`src/rtl/irq_sync_aggregator_if.sv`:
```
// Bundle of source inputs, controls and status outputs for irq_sync_aggregator.
// The master side (pad/register side) drives sources and controls; the
// aggregator (slave) returns pending status and the combined request.
interface irq_sync_aggregator_if #(
    parameter int N      = 4,
    parameter int FILT_W = 4,
    parameter int SRC_W  = 2
);
    logic [N-1:0]      irq_in;
    logic [N-1:0]      mode;
    logic [N-1:0]      mask;
    logic [N-1:0]      clr;
    logic [FILT_W-1:0] filt_len;
    logic [N-1:0]      pending;
    logic              irq_out;
    logic [SRC_W-1:0]  irq_src;

    modport master (
        output irq_in, mode, mask, clr, filt_len,
        input  pending, irq_out, irq_src
    );

    modport slave (
        input  irq_in, mode, mask, clr, filt_len,
        output pending, irq_out, irq_src
    );
endinterface

```
`src/rtl/irq_sync_aggregator.sv`:
```
// Interrupt source aggregator: per-source synchronizer, glitch filter,
// edge/level qualification with sticky pending, mask, and a registered
// combined request plus lowest-numbered active source index.
module irq_sync_aggregator #(
    parameter int N           = 4,
    parameter int SYNC_STAGES = 2,
    parameter int FILT_W      = 4,
    parameter int SRC_W       = 2
) (
    input  logic                  clk,
    input  logic                  rst_n,
    irq_sync_aggregator_if.slave  bus
);

    logic [N-1:0]      sync_r [SYNC_STAGES];
    logic [N-1:0]      sync_s;
    logic [N-1:0]      filt_r;
    logic [N-1:0]      filt_nxt_s;
    logic [FILT_W-1:0] cnt_r     [N];
    logic [FILT_W-1:0] cnt_nxt_s [N];
    logic [N-1:0]      filt_d_r;
    logic [N-1:0]      set_s;
    logic [N-1:0]      pending_r;
    logic [N-1:0]      pending_nxt_s;
    logic [N-1:0]      active_s;
    logic              irq_out_r;
    logic [SRC_W-1:0]  irq_src_r;

    // Lowest set bit index; returns 0 when nothing is set.
    function automatic logic [SRC_W-1:0] lowest_idx(input logic [N-1:0] v);
        logic [SRC_W-1:0] idx;
        idx = {SRC_W{1'b0}};
        for (int i = N - 1; i >= 0; i--) begin
            if (v[i]) begin
                idx = SRC_W'(i);
            end
        end
        return idx;
    endfunction

    assign sync_s   = sync_r[SYNC_STAGES-1];
    assign set_s    = filt_r & ~filt_d_r;
    assign active_s = pending_r & bus.mask;

    // Metastability synchronizer chain for the raw source levels.
    always_ff @(posedge clk or negedge rst_n) begin
        if (!rst_n) begin
            for (int st = 0; st < SYNC_STAGES; st++) begin
                sync_r[st] <= {N{1'b0}};
            end
        end else begin
            sync_r[0] <= bus.irq_in;
            for (int st = 1; st < SYNC_STAGES; st++) begin
                sync_r[st] <= sync_r[st-1];
            end
        end
    end

    // Glitch filter next state: a change must hold L+1 cycles to be accepted.
    // The >= compare lets a shortened filter length finish a running count.
    always_comb begin
        filt_nxt_s = filt_r;
        for (int i = 0; i < N; i++) begin
            cnt_nxt_s[i] = cnt_r[i];
            if (sync_s[i] == filt_r[i]) begin
                cnt_nxt_s[i] = {FILT_W{1'b0}};
            end else if (cnt_r[i] >= bus.filt_len) begin
                filt_nxt_s[i] = sync_s[i];
                cnt_nxt_s[i]  = {FILT_W{1'b0}};
            end else if (cnt_r[i] != {FILT_W{1'b1}}) begin
                cnt_nxt_s[i] = cnt_r[i] + {{(FILT_W-1){1'b0}}, 1'b1};
            end else begin
                cnt_nxt_s[i] = cnt_r[i];
            end
        end
    end

    // Filter state registers; filt_d_r tracks the filtered level in every mode
    // so switching to edge mode while high never fakes a rising edge.
    always_ff @(posedge clk or negedge rst_n) begin
        if (!rst_n) begin
            filt_r   <= {N{1'b0}};
            filt_d_r <= {N{1'b0}};
            for (int i = 0; i < N; i++) begin
                cnt_r[i] <= {FILT_W{1'b0}};
            end
        end else begin
            filt_r   <= filt_nxt_s;
            filt_d_r <= filt_r;
            for (int i = 0; i < N; i++) begin
                cnt_r[i] <= cnt_nxt_s[i];
            end
        end
    end

    // Pending next state: sticky on rising edge (set beats clear) or level follow.
    always_comb begin
        pending_nxt_s = pending_r;
        for (int i = 0; i < N; i++) begin
            if (bus.mode[i]) begin
                if (set_s[i]) begin
                    pending_nxt_s[i] = 1'b1;
                end else if (bus.clr[i]) begin
                    pending_nxt_s[i] = 1'b0;
                end else begin
                    pending_nxt_s[i] = pending_r[i];
                end
            end else begin
                pending_nxt_s[i] = filt_r[i];
            end
        end
    end

    // Pending status register.
    always_ff @(posedge clk or negedge rst_n) begin
        if (!rst_n) begin
            pending_r <= {N{1'b0}};
        end else begin
            pending_r <= pending_nxt_s;
        end
    end

    // Registered combined request and lowest masked pending source index.
    always_ff @(posedge clk or negedge rst_n) begin
        if (!rst_n) begin
            irq_out_r <= 1'b0;
            irq_src_r <= {SRC_W{1'b0}};
        end else begin
            irq_out_r <= |active_s;
            irq_src_r <= lowest_idx(active_s);
        end
    end

    assign bus.pending = pending_r;
    assign bus.irq_out = irq_out_r;
    assign bus.irq_src = irq_src_r;

endmodule

```
`src/flat_wrapper.sv`:
```
// flat-port wrapper written by rule: the top's interface ports become plain ports
module irq_sync_aggregator_flat 
#(
    parameter int N           = 4,
    parameter int SYNC_STAGES = 2,
    parameter int FILT_W      = 4,
    parameter int SRC_W       = 2
)
  (clk, rst_n, bus_irq_in, bus_mode, bus_mask, bus_clr, bus_filt_len, bus_pending, bus_irq_out, bus_irq_src);
  irq_sync_aggregator_if #(.N(N), .FILT_W(FILT_W), .SRC_W(SRC_W)) bus_i ();
  input  logic clk;
  input  logic rst_n;
  input wire logic [$bits(bus_i.irq_in)-1:0] bus_irq_in;
  input wire logic [$bits(bus_i.mode)-1:0] bus_mode;
  input wire logic [$bits(bus_i.mask)-1:0] bus_mask;
  input wire logic [$bits(bus_i.clr)-1:0] bus_clr;
  input wire logic [$bits(bus_i.filt_len)-1:0] bus_filt_len;
  output wire logic [$bits(bus_i.pending)-1:0] bus_pending;
  output wire logic [$bits(bus_i.irq_out)-1:0] bus_irq_out;
  output wire logic [$bits(bus_i.irq_src)-1:0] bus_irq_src;
  assign bus_i.irq_in = bus_irq_in;
  assign bus_i.mode = bus_mode;
  assign bus_i.mask = bus_mask;
  assign bus_i.clr = bus_clr;
  assign bus_i.filt_len = bus_filt_len;
  assign bus_pending = bus_i.pending;
  assign bus_irq_out = bus_i.irq_out;
  assign bus_irq_src = bus_i.irq_src;
  irq_sync_aggregator #(.N(N), .SYNC_STAGES(SYNC_STAGES), .FILT_W(FILT_W), .SRC_W(SRC_W)) u_core (.clk(clk), .rst_n(rst_n), .bus(bus_i));
endmodule
```
`config.mk`:
```
export PLATFORM = sky130hd
export DESIGN_NAME = irq_sync_aggregator_flat
export DESIGN_NICKNAME = d
export VERILOG_FILES = /design/src/rtl/irq_sync_aggregator_if.sv /design/src/rtl/irq_sync_aggregator.sv /design/src/flat_wrapper.sv
export SDC_FILE = /design/constraint.sdc
export NUM_CORES = 1
export LEC_CHECK = 0
export CAP_MARGIN = 20
export CORE_MARGIN = 4
export CORE_UTILIZATION = 50
export CTS_BUF_LIST = sky130_fd_sc_hd__clkbuf_4 sky130_fd_sc_hd__clkbuf_8
export DETAILED_ROUTE_END_ITERATION = 16
export PLACE_DENSITY_LB_ADDON = 0.1
export SLEW_MARGIN = 10
export SYNTH_ARGS = -nofsm -noshare
export SYNTH_HDL_FRONTEND = slang
export SYNTH_SLANG_ARGS = --single-unit
```
`constraint.sdc`:
```
create_clock -name clk -period 1.3 [get_ports clk]
set_input_delay 0.195 -clock clk [delete_from_list [all_inputs] [get_ports clk]]
set_output_delay 0.195 -clock clk [all_outputs]
set_load 0.005 [all_outputs]
```
==> reports/results.ini <==
[synthesis]
synth_cells=167
synth-compound-area-share_pct=9.79
synth_top_family_by_area=simple AND/OR/NAND/NOR gates
synthDistinctLibCells=23
seq_area_frac_synth_pct=52.0
syn_area_per_cell_sq_um=11.2
syn_nets=209
yosys-top-cells-area=dfrtp_1, ha_1, nor2_1, o211ai_1, nand2_1
synth_simple_gate_area_share_pct=14.9
synth_xor_area_share_pct=3.73
yosys_warnings=0
yosys.area_share.adder_pct=13.3
synth_top_area_share_pct=52.0
yosysTopAreaCell=dfrtp_1
netlist_area_sq_um=1880
synth_seq_cells=39
synthMuxAreaShare_pct=4.53

[drt]
vias=1507
firstDrtPassIters=6
viasPerCell=5.44
post_drt_wl_per_cell_microns=16.4
drtAntennaViolNets=0
finalWirelength_mm=4.55
drc=0
drt_iter0_drc=64

[critical_path]
r2r_cells=4
cp-end-kind=register
rr_endpoint=u_core.filt_r[0]
reg2reg_slack_ps=-200
cp-start-kind=register
arrival_ps=1670
crit_type=reg -> reg
cp_data_required_time_ps=1470
r2r-start=u_core.cnt_r[13]
cp_max_fo=2

[timing]
tightest_slew_ps=400
slew_viol_final=0
finalWorstSetupSlack_ps=-199
setup_violations=20
hold_viol=0
fmax_mhz=667
min_period_ps=1500
post-route-period-util_pct=115
max_slew_margin_pct=73.2
rsz0062_at_grt=true
fin_worst_skew_ps=3.13
tns_ps=-2250

[pwr]
power.density_nw_per_um2=1680
max-vdd-ir-drop_mv=1.01
leakage_nw=1.22

[clock_tree]
clock_sinks=39
cts_tree=built
clk_latency_ps=280
htreeDepth=2
cts-root-buf=clkbuf_8
clk_pin_slew_ps=70
clockBufferDepth=2
cts_made_buffers=5

[final_layout]
final_common_cell=dfrtp_1
nNetsFinal=270
drive_gt1_share_pct=31.0
diodes=0
finalNonFillerCells=277
final_cell_mix=dfrtp_1, buf_4, clkdlybuf4s50_1
synthToLayoutAreaGrowth_pct=44.8

[status]
violations=setup timing
status=finished with violations

[global_route]
busiest_layer=met2
grt_pass1_wl_mm=7.58
grt_usage_pct=19.4
use_met1_pct=22.8
grt_max_degree=40
antenna_found_initial=0
grt_overflow_total=0
use_met2_pct=35.8
use_met3_pct=4.06
grt_pass1_vias=1627

[floorplanning]
die_height_microns=69.3
dieArea_sq_um=4800
num_rows=22
die_x_microns=69.3
coreArea_sq_um=3630
ios=29
initial_core_util_pct=51.7

[hold_path]
hp-class=in -> reg
hold_end=u_core.sync_r[7]
hp-start=bus_irq_in[3]
hold_depth=1

[place]
numPlacedInstances=260
gp_congestion=0.797
dp_hpwl_mm=2.93
io_buffers=28

[flow_run]
drv_cap=0

## timing repair
item                                   CTS  global route
buffers inserted                         6             2
endpoints found under the hold margin   39             0
gates resized for setup                 34            13
pin swaps                               21            12
hold buffers                             1             0
setup endpoints to repair               27            20
## sequential cells by signal, summed over array words and instances (netlist names)
signal	cells
u_core.bus.pending	4
u_core.bus.irq_out	1
u_core.sync_r	4
u_core.sync_s	4
u_core.filt_d_r	4
u_core.filt_r	4
u_core.cnt_r	16
u_core.bus.irq_src	2
## synth_stat cells, drive strengths merged
cell type and instances:
mux2 4, a21oi 5, a22oi 2, a32o 2, xnor2 4, a31oi 4, nor3b 8, o211ai 8
a32oi 1, ha 20, nand3 8, nor3 8, dfrtp 39, nor2b 1, nor2 16, nand2 14
mux2i 4, inv 9, xor2 4, o21ai 6
## layer usage
layer  part of all wire (%)  up-vias
li1                       -      729
met1                     40      740
met2                     56       31
met3                    3.0        7
met4                   0.84        0
met5                      0        -
## cell families (layout without fill, tap and decap cells)
group / Yosys count / in the layout
flops: 39 / 39
xor+xnor: 8 / 8
simple gates: 55 / 55
compound gates: 28 / 28
fa+ha+maj: 20 / 20
buf+inv: 9 / 71
mux: 8 / 8
## how the worst max path moves through the flow
stage                      from                to  slack, ps
6_report       u_core.cnt_r[13]  u_core.filt_r[0]       -200
5_1_grt        u_core.cnt_r[13]  u_core.filt_r[0]       -240
4_1_cts         u_core.cnt_r[5]  u_core.filt_r[2]       -140
3_5_place_dp    bus_filt_len[1]  u_core.filt_r[0]       -540
3_3_place_gp    bus_filt_len[3]  u_core.filt_r[2]       -480
2_1_floorplan  u_core.cnt_r[12]  u_core.filt_r[0]       -100
## cell type report
type                            count  area, sq um
Clock inverter                      1         5.00
Clock buffer                        7         83.8
Timing Repair Buffer               54          472
Tap cell                           48         60.1
Fill cell                         250          913
Sequential cell                    39          976
Inverter                            9         38.8
Multi-Input combinational cell    119         1080
## power by group
part	internal, W	switching, W
Sequential	0.00158	0.000250
Clock	0.000418	0.000396
Combinational	0.00103	0.000906
Total	0.00302	0.00155
## through the flow
stage	power (W)	util, %	area, sq um	setup WS (ps)	hold slack, ps
after floorplan	0.00266	-	1880	-97.5	-101
after global placement	0.00330	64.8	2350	-479	176
after detailed placement	0.00340	64.8	2350	-536	176
after CTS	0.00439	72.7	2640	-141	346
after global routing	0.00490	74.9	2720	-245	353
final	0.00457	74.9	2720	-199	350
## critical path: stages, from the launching register on
cell	delay (ps)
dfrtp_1	420
ha_4	220
o211ai_1	330
o21ai_2	100
mux2_4	310
(Power assumes the default switching activity.)
